==> config.mk <==
export PLATFORM = sky130hd
export DESIGN_NAME = etapa_fetch_pc_flat
export DESIGN_NICKNAME = d
export VERILOG_FILES = /design/src/rtl/etapa_fetch_pc_pkg.sv /design/src/rtl/etapa_fetch_pc_if.sv /design/src/rtl/etapa_fetch_pc_pc_next_sel.sv /design/src/rtl/etapa_fetch_pc.sv /design/src/flat_wrapper.sv
export SDC_FILE = /design/constraint.sdc
export NUM_CORES = 1
export LEC_CHECK = 0
export CORE_ASPECT_RATIO = 0.6
export CORE_MARGIN = 2
export CORE_UTILIZATION = 53
export CTS_CLUSTER_DIAMETER = 150
export DETAILED_ROUTE_END_ITERATION = 8
export DONT_BUFFER_PORTS = 1
export PLACE_DENSITY_LB_ADDON = 0.1
export SLEW_MARGIN = 10
export SYNTH_ARGS = -nofsm -noshare
export SYNTH_HDL_FRONTEND = slang
export SYNTH_SLANG_ARGS = --single-unit
export TNS_END_PERCENT = 1
==> constraint.sdc <==
create_clock -name i_clk -period 2.6 [get_ports i_clk]
set_clock_uncertainty 0.15 [all_clocks]
set_input_delay 0.39 -clock i_clk [delete_from_list [all_inputs] [get_ports i_clk]]
set_output_delay 0.39 -clock i_clk [all_outputs]
set_load 0.03 [all_outputs]
==> src/rtl/etapa_fetch_pc_pkg.sv <==
// Shared encodings for the MIPS instruction-fetch stage: PC source select,
// FSM state codes and the default halt/bubble instruction words.
package etapa_fetch_pc_pkg;

  typedef enum logic [1:0] {
    PC_SRC_SEQ    = 2'b00,
    PC_SRC_BRANCH = 2'b01,
    PC_SRC_JUMP   = 2'b10,
    PC_SRC_JR     = 2'b11
  } pc_src_e;

  typedef enum logic {
    ST_RUN  = 1'b0,
    ST_HALT = 1'b1
  } fetch_state_e;

  localparam logic [31:0] DEF_HALT_INSTR = 32'hFFFF_FFFF;
  localparam logic [31:0] DEF_NOP_INSTR  = 32'h0000_0000;
  localparam int          JUMP_INDEX_W   = 26;

endpackage

==> src/rtl/etapa_fetch_pc_if.sv <==
// Signal bundle between the fetch stage (slave) and its environment:
// hazard/redirect controls from ID, instruction memory data, and IF/ID outputs.
interface etapa_fetch_pc_if
  import etapa_fetch_pc_pkg::*;
#(
  parameter int NBITS    = 32,
  parameter int CNT_BITS = 32
);
  logic                    i_enable;
  logic                    i_stall;
  logic                    i_flush;
  logic [1:0]              i_pc_src;
  logic [NBITS-1:0]        i_branch_addr;
  logic [JUMP_INDEX_W-1:0] i_jump_index;
  logic [NBITS-1:0]        i_jr_addr;
  logic [NBITS-1:0]        i_instruction;
  logic [NBITS-1:0]        o_pc;
  logic [NBITS-1:0]        o_ifid_instruction;
  logic [NBITS-1:0]        o_ifid_pc_plus4;
  logic                    o_ifid_valid;
  logic                    o_halt;
  logic [CNT_BITS-1:0]     o_cycles;

  modport slave (
    input  i_enable, i_stall, i_flush, i_pc_src, i_branch_addr,
           i_jump_index, i_jr_addr, i_instruction,
    output o_pc, o_ifid_instruction, o_ifid_pc_plus4, o_ifid_valid,
           o_halt, o_cycles
  );

  modport master (
    output i_enable, i_stall, i_flush, i_pc_src, i_branch_addr,
           i_jump_index, i_jr_addr, i_instruction,
    input  o_pc, o_ifid_instruction, o_ifid_pc_plus4, o_ifid_valid,
           o_halt, o_cycles
  );
endinterface

==> src/rtl/etapa_fetch_pc_pc_next_sel.sv <==
// Combinational next-PC selector: sequential, branch, J-format jump and
// jump-register targets, all forced to word alignment.
module etapa_fetch_pc_pc_next_sel
  import etapa_fetch_pc_pkg::*;
#(
  parameter int NBITS = 32
) (
  input  logic [1:0]              pc_src,
  input  logic [NBITS-1:0]        pc_plus4,
  input  logic [NBITS-1:0]        ifid_pc_plus4,
  input  logic [NBITS-1:0]        branch_addr,
  input  logic [JUMP_INDEX_W-1:0] jump_index,
  input  logic [NBITS-1:0]        jr_addr,
  output logic [NBITS-1:0]        next_pc
);

  localparam logic [NBITS-1:0] ALIGN_MASK  = {{(NBITS-2){1'b1}}, 2'b00};
  localparam logic [NBITS-1:0] REGION_MASK = {{(NBITS-28){1'b1}}, 28'h0};

  logic [NBITS-1:0] jump_target;

  // Jump keeps the 256 MB region of the delay-slot address, i.e. IF/ID PC+4.
  assign jump_target = (ifid_pc_plus4 & REGION_MASK)
                     | {{(NBITS-28){1'b0}}, jump_index, 2'b00};

  always_comb begin
    next_pc = pc_plus4;
    case (pc_src_e'(pc_src))
      PC_SRC_SEQ:    next_pc = pc_plus4;
      PC_SRC_BRANCH: next_pc = branch_addr & ALIGN_MASK;
      PC_SRC_JUMP:   next_pc = jump_target;
      PC_SRC_JR:     next_pc = jr_addr & ALIGN_MASK;
      default:       next_pc = pc_plus4;
    endcase
  end

endmodule

==> src/rtl/etapa_fetch_pc.sv <==
// MIPS instruction-fetch stage: PC register, IF/ID register, RUN/HALT FSM
// and saturating fetch-cycle counter for the debug unit.
module etapa_fetch_pc
  import etapa_fetch_pc_pkg::*;
#(
  parameter int               NBITS      = 32,
  parameter int               CNT_BITS   = 32,
  parameter logic [NBITS-1:0] HALT_INSTR = DEF_HALT_INSTR,
  parameter logic [NBITS-1:0] NOP_INSTR  = DEF_NOP_INSTR
) (
  input logic               i_clk,
  input logic               i_reset,
  etapa_fetch_pc_if.slave   bus
);

  logic [NBITS-1:0]    pc_p0;
  logic [NBITS-1:0]    pc_plus4_p0;
  logic [NBITS-1:0]    next_pc_p0;
  logic [NBITS-1:0]    ifid_instruction_p1;
  logic [NBITS-1:0]    ifid_pc_plus4_p1;
  logic                vld_p1;
  logic                halt_p0;
  logic [CNT_BITS-1:0] cycles_p0;
  fetch_state_e        state_p0;

  assign pc_plus4_p0 = pc_p0 + NBITS'(4);

  etapa_fetch_pc_pc_next_sel #(
    .NBITS (NBITS)
  ) u_pc_next_sel (
    .pc_src        (bus.i_pc_src),
    .pc_plus4      (pc_plus4_p0),
    .ifid_pc_plus4 (ifid_pc_plus4_p1),
    .branch_addr   (bus.i_branch_addr),
    .jump_index    (bus.i_jump_index),
    .jr_addr       (bus.i_jr_addr),
    .next_pc       (next_pc_p0)
  );

  // IF -> ID boundary: memory is combinational, so the word for pc_p0 is
  // captured on the same edge that the PC advances.
  always_ff @(posedge i_clk) begin
    if (i_reset) begin
      pc_p0               <= '0;
      ifid_instruction_p1 <= NOP_INSTR;
      ifid_pc_plus4_p1    <= '0;
      vld_p1              <= 1'b0;
      halt_p0             <= 1'b0;
      cycles_p0           <= '0;
      state_p0            <= ST_RUN;
    end else if (bus.i_enable) begin
      case (state_p0)
        ST_RUN: begin
          if (cycles_p0 != '1) cycles_p0 <= cycles_p0 + CNT_BITS'(1);
          if (bus.i_flush) begin
            pc_p0               <= next_pc_p0;
            ifid_instruction_p1 <= NOP_INSTR;
            vld_p1              <= 1'b0;
          end else if (bus.i_stall) begin
            pc_p0 <= pc_p0;
          end else if (bus.i_instruction == HALT_INSTR) begin
            // Halt word enters ID so the rest of the pipe can retire it.
            ifid_instruction_p1 <= bus.i_instruction;
            ifid_pc_plus4_p1    <= pc_plus4_p0;
            vld_p1              <= 1'b1;
            halt_p0             <= 1'b1;
            state_p0            <= ST_HALT;
          end else begin
            pc_p0               <= next_pc_p0;
            ifid_instruction_p1 <= bus.i_instruction;
            ifid_pc_plus4_p1    <= pc_plus4_p0;
            vld_p1              <= 1'b1;
          end
        end
        ST_HALT: begin
          ifid_instruction_p1 <= NOP_INSTR;
          vld_p1              <= 1'b0;
        end
        default: state_p0 <= ST_RUN;
      endcase
    end
  end

  assign bus.o_pc               = pc_p0;
  assign bus.o_ifid_instruction = ifid_instruction_p1;
  assign bus.o_ifid_pc_plus4    = ifid_pc_plus4_p1;
  assign bus.o_ifid_valid       = vld_p1;
  assign bus.o_halt             = halt_p0;
  assign bus.o_cycles           = cycles_p0;

endmodule

==> src/flat_wrapper.sv <==
// flat-port wrapper written by rule: the top's interface ports become plain ports
module etapa_fetch_pc_flat import etapa_fetch_pc_pkg::*;
#(
  parameter int               NBITS      = 32,
  parameter int               CNT_BITS   = 32,
  parameter logic [NBITS-1:0] HALT_INSTR = DEF_HALT_INSTR,
  parameter logic [NBITS-1:0] NOP_INSTR  = DEF_NOP_INSTR
)
  (i_clk, i_reset, bus_i_enable, bus_i_stall, bus_i_flush, bus_i_pc_src, bus_i_branch_addr, bus_i_jump_index, bus_i_jr_addr, bus_i_instruction, bus_o_pc, bus_o_ifid_instruction, bus_o_ifid_pc_plus4, bus_o_ifid_valid, bus_o_halt, bus_o_cycles);
  etapa_fetch_pc_if #(.NBITS(NBITS), .CNT_BITS(CNT_BITS)) bus_i ();
  input logic i_clk;
  input logic i_reset;
  input wire logic [$bits(bus_i.i_enable)-1:0] bus_i_enable;
  input wire logic [$bits(bus_i.i_stall)-1:0] bus_i_stall;
  input wire logic [$bits(bus_i.i_flush)-1:0] bus_i_flush;
  input wire logic [$bits(bus_i.i_pc_src)-1:0] bus_i_pc_src;
  input wire logic [$bits(bus_i.i_branch_addr)-1:0] bus_i_branch_addr;
  input wire logic [$bits(bus_i.i_jump_index)-1:0] bus_i_jump_index;
  input wire logic [$bits(bus_i.i_jr_addr)-1:0] bus_i_jr_addr;
  input wire logic [$bits(bus_i.i_instruction)-1:0] bus_i_instruction;
  output wire logic [$bits(bus_i.o_pc)-1:0] bus_o_pc;
  output wire logic [$bits(bus_i.o_ifid_instruction)-1:0] bus_o_ifid_instruction;
  output wire logic [$bits(bus_i.o_ifid_pc_plus4)-1:0] bus_o_ifid_pc_plus4;
  output wire logic [$bits(bus_i.o_ifid_valid)-1:0] bus_o_ifid_valid;
  output wire logic [$bits(bus_i.o_halt)-1:0] bus_o_halt;
  output wire logic [$bits(bus_i.o_cycles)-1:0] bus_o_cycles;
  assign bus_i.i_enable = bus_i_enable;
  assign bus_i.i_stall = bus_i_stall;
  assign bus_i.i_flush = bus_i_flush;
  assign bus_i.i_pc_src = bus_i_pc_src;
  assign bus_i.i_branch_addr = bus_i_branch_addr;
  assign bus_i.i_jump_index = bus_i_jump_index;
  assign bus_i.i_jr_addr = bus_i_jr_addr;
  assign bus_i.i_instruction = bus_i_instruction;
  assign bus_o_pc = bus_i.o_pc;
  assign bus_o_ifid_instruction = bus_i.o_ifid_instruction;
  assign bus_o_ifid_pc_plus4 = bus_i.o_ifid_pc_plus4;
  assign bus_o_ifid_valid = bus_i.o_ifid_valid;
  assign bus_o_halt = bus_i.o_halt;
  assign bus_o_cycles = bus_i.o_cycles;
  etapa_fetch_pc #(.NBITS(NBITS), .CNT_BITS(CNT_BITS), .HALT_INSTR(HALT_INSTR), .NOP_INSTR(NOP_INSTR)) u_core (.i_clk(i_clk), .i_reset(i_reset), .bus(bus_i));
endmodule
==> results.toml, run 1 <==
[routing]
drtIter0Drc = 630
wl_per_cell_um = 20.49
wl_um = 20270
via_per_inst = 6.216
drc = 0
vias = 6148
firstDrtPassIters = 7
antenna_left = 0

[critical_path]
cpPeakStageDelay_ps = 560
end_kind = "flop"
worstPathArrival_ps = 2630
endpoint = "u_core.bus.o_pc[30]$_SDFFE_PP0P_"
start_kind = "flop"
crit_required_ps = 2790
crit_start = "u_core.bus.o_pc[14]$_SDFFE_PP0P_"
r2r_setup_slack_ps = 160
reg2regPathDepth = 7
worstSetupPathType = "flop to flop"
path_cells = "nand4_4 -> or4_4 -> nor3_4 -> buf_4 -> nand3_1 -> o31ai_1 -> o2bb2ai_1"
critPathSlowestCell = "or4_4"
r2r_end = "u_core.bus.o_pc[30]$_SDFFE_PP0P_"
path_max_fanout = 6
r2r-start = "u_core.bus.o_pc[14]$_SDFFE_PP0P_"

[timing]
fin_crit_sh = 0.9368
max-slew-margin-rel = 0.5280
grt_setup_unrepaired = "no"
tns_ps = 0
finalSetupViolations = 0
hold_viol = 0
whs_ps = 9.166
fmax_ghz = 0.4105
drv_slew = 0
tightest_slew_ps = 702.6
fin_crit_ps = 2436

[cells_and_area]
drive_above_1_share = 0.1833
multi_input_area_um2 = 3631
fillers = 992
syn_to_final_growth_pct = 21.78
final_cell_count_no_fill = 989
final_design_area_no_fill_um2 = 7801
final_common_cell = "dfxtp_1"
register_area_um2 = 2542
final_cell_mix = "dfxtp_1, nor2_1, buf_4, a21oi_1, nand2_1"
diodes = 0
fin_nets = 942

[floorplan]
dieArea_um2 = 13010
die_x_um = 145.9
start_util = 0.5380
ios = 259
placementRows = 31
design.core.area_um2 = 11910
die_h_um = 89.16

[logic_synthesis]
ys_seq_elements = 127
synthCells = 757
yosys_warnings = 0
synthArstFlopShare = 0
synth_edf_count = 0
netlist-cell-type-count = 55
synthesis.area_um2 = 6406
synth_flop_cell = "dfxtp_1"
yosysSeqAreaShare = 0.3969
postSynthAreaPerCell_um2 = 8.463

[min_path]
hp-class = "input pin to flop"

[power_and_ir_drop]
peakVddDrop_v = 0.0004916
p_per_area_nw_per_um2 = 685.8
p_leak_nw = 2.870
p_total_mw = 5.350

[placed_design]
dp.cells = 941
place_area_um2 = 6964
io_buffers = 0
place.gp.congestion = 0.8857
post-dp-hpwl_um = 14440

[clocking]
h-tree-depth = 4
root_buffer = "clkbuf_16"
cts_made_buffers = 17
clk-insertion-delay-late_ps = 410
clock_sinks = 127
tritoncts = "yes"
clockBufferDepth = 2
clk_pin_slew_worst_paths_ps = 60

[global_route]
grt-ovfl-total = 0
antenna_found_initial = 0
grt_pass1_wl_um = 30470
grt_util_all_layers = 0.2996
grt_max_degree = 109
grt_pass1_vias = 5648

[status]
outcome = "completed"

[flow_run]
max_cap_viol_count = 0
[synth_stat cells, types with 3 or more instances]
master	number	area, um^2
a211o_1	3	26.28
a211oi_1	13	97.59
a21oi_1	61	305.3
a221oi_1	4	35.03
a22oi_1	42	315.3
a31oi_1	3	18.77
and2_1	5	31.28
and3_1	7	43.79
and4_1	6	52.55
buf_1	7	26.28
buf_2	5	25.02
buf_4	4	30.03
clkbuf_1	42	157.7
dfxtp_1	127	2542
inv_1	6	22.52
mux2_2	15	168.9
mux2i_1	4	40.04
mux4_2	12	270.3
nand2_1	51	191.4
nand3_1	36	180.2
nand4_1	26	162.7
nor2_1	111	416.7
nor2b_1	3	18.77
nor3_1	25	125.1
nor4_1	6	37.54
o21ai_0	30	150.1
o31ai_1	6	45.04
o32ai_1	4	35.03
or2_2	3	18.77
or3_1	5	31.28
xnor2_1	25	219.0
xor2_1	29	254.0
[registers in the layout (all words and copies together) (netlist names)]
| register | cells |
|---|---|
| u_core.state_p0 | 1 |
| u_core.bus.o_halt | 1 |
| u_core.bus.o_cycles | 32 |
| u_core.bus.o_ifid_pc_plus4 | 30 |
| u_core.bus.o_ifid_valid | 1 |
| u_core.bus.o_pc | 30 |
| u_core.bus.o_ifid_instruction | 32 |
[critical path: cells and delay by family (launching register included)]
family | cells | cell delay, ps
flops | 1 | 380
compound gates | 2 | 380
simple gates | 4 | 1260
buf+inv | 1 | 200
[metrics by stage]
step,util,setup slack (ps)
2_1_floorplan,-,88.30
3_3_place_gp,0.5848,260.3
3_5_place_dp,0.5848,215.3
4_1_cts,0.6546,177.8
5_1_grt,0.6551,12.29
6_report,0.6551,164.2
[power by group]
part | internal [mW] | switching, mW | total (mW) | leakage [nW]
combinational | 0.222 | 0.331 | 0.553 | 1.52
sequential | 2.01 | 0.136 | 2.15 | 1.03
clock | 1.74 | 0.908 | 2.65 | 0.315
[cell families after synthesis]
group                      after synthesis  synth area share
DFF                                    127            0.3969
adders and majority gates                2          0.003906
xor gates and xnor gates                54           0.07383
other                                    1         0.0005854
and+or+nand+nor                        296            0.2264
AOI/OAI and AO/OA                      182            0.1828
muxes                                   31           0.07480
buffers and inverters                   64           0.04082
[final cells by class]
cell class,instances,area share
clock buffers,20,0.05726
multi-input cells,569,0.4654
clock inverters,12,0.02646
inverters,6,0.002887
flip-flops and latches,127,0.3259
repair buffers,90,0.09559
well taps,165,0.02646
[worst min path at each step]
stage | to | slack, ps | startpoint | cells after the start
after floorplan | u_core.state_p0$_SDFFE_PP0P_ | 320 | u_core.state_p0$_SDFFE_PP0P_ | 2
after global placement | u_core.bus.o_pc[29]$_SDFFE_PP0P_ | 320 | i_reset | 1
after detailed placement | u_core.bus.o_pc[27]$_SDFFE_PP0P_ | 320 | i_reset | 1
after CTS | u_core.bus.o_ifid_instruction[21]$_SDFFE_PP0P_ | 0.1 | bus_i_instruction[21] | 2
after global routing | u_core.bus.o_ifid_instruction[21]$_SDFFE_PP0P_ | 8 | bus_i_instruction[21] | 2
final | u_core.state_p0$_SDFFE_PP0P_ | 9 | bus_i_enable | 2
[routing by layer]
metal  part of all wire  track usage  vias up
met5                  0            0        -
met2               0.43       0.4473      364
met3               0.13       0.1026       45
met1               0.42       0.4126     2877
li1                   -            -     2862
met4              0.020      0.09358        0
[repair_timing]
action / in CTS / in global routing
hold buffers: 16 / 0
setup buffers: 0 / 0
resized for setup: 0 / 1
endpoints found under the setup margin: 0 / 1
hold endpoints to repair: 112 / 0
Power figures use the tool's default switching activity.
==> run 2: changes to the inputs <==
--- a/config.mk
+++ b/config.mk
@@ -16,4 +16,4 @@
 export SYNTH_ARGS = -nofsm -noshare
 export SYNTH_HDL_FRONTEND = slang
 export SYNTH_SLANG_ARGS = --single-unit
-export TNS_END_PERCENT = 1
+export TNS_END_PERCENT = 30
==> results of run 2 <==
No change in the layout: final DEF, timing and power equal those of run 1.
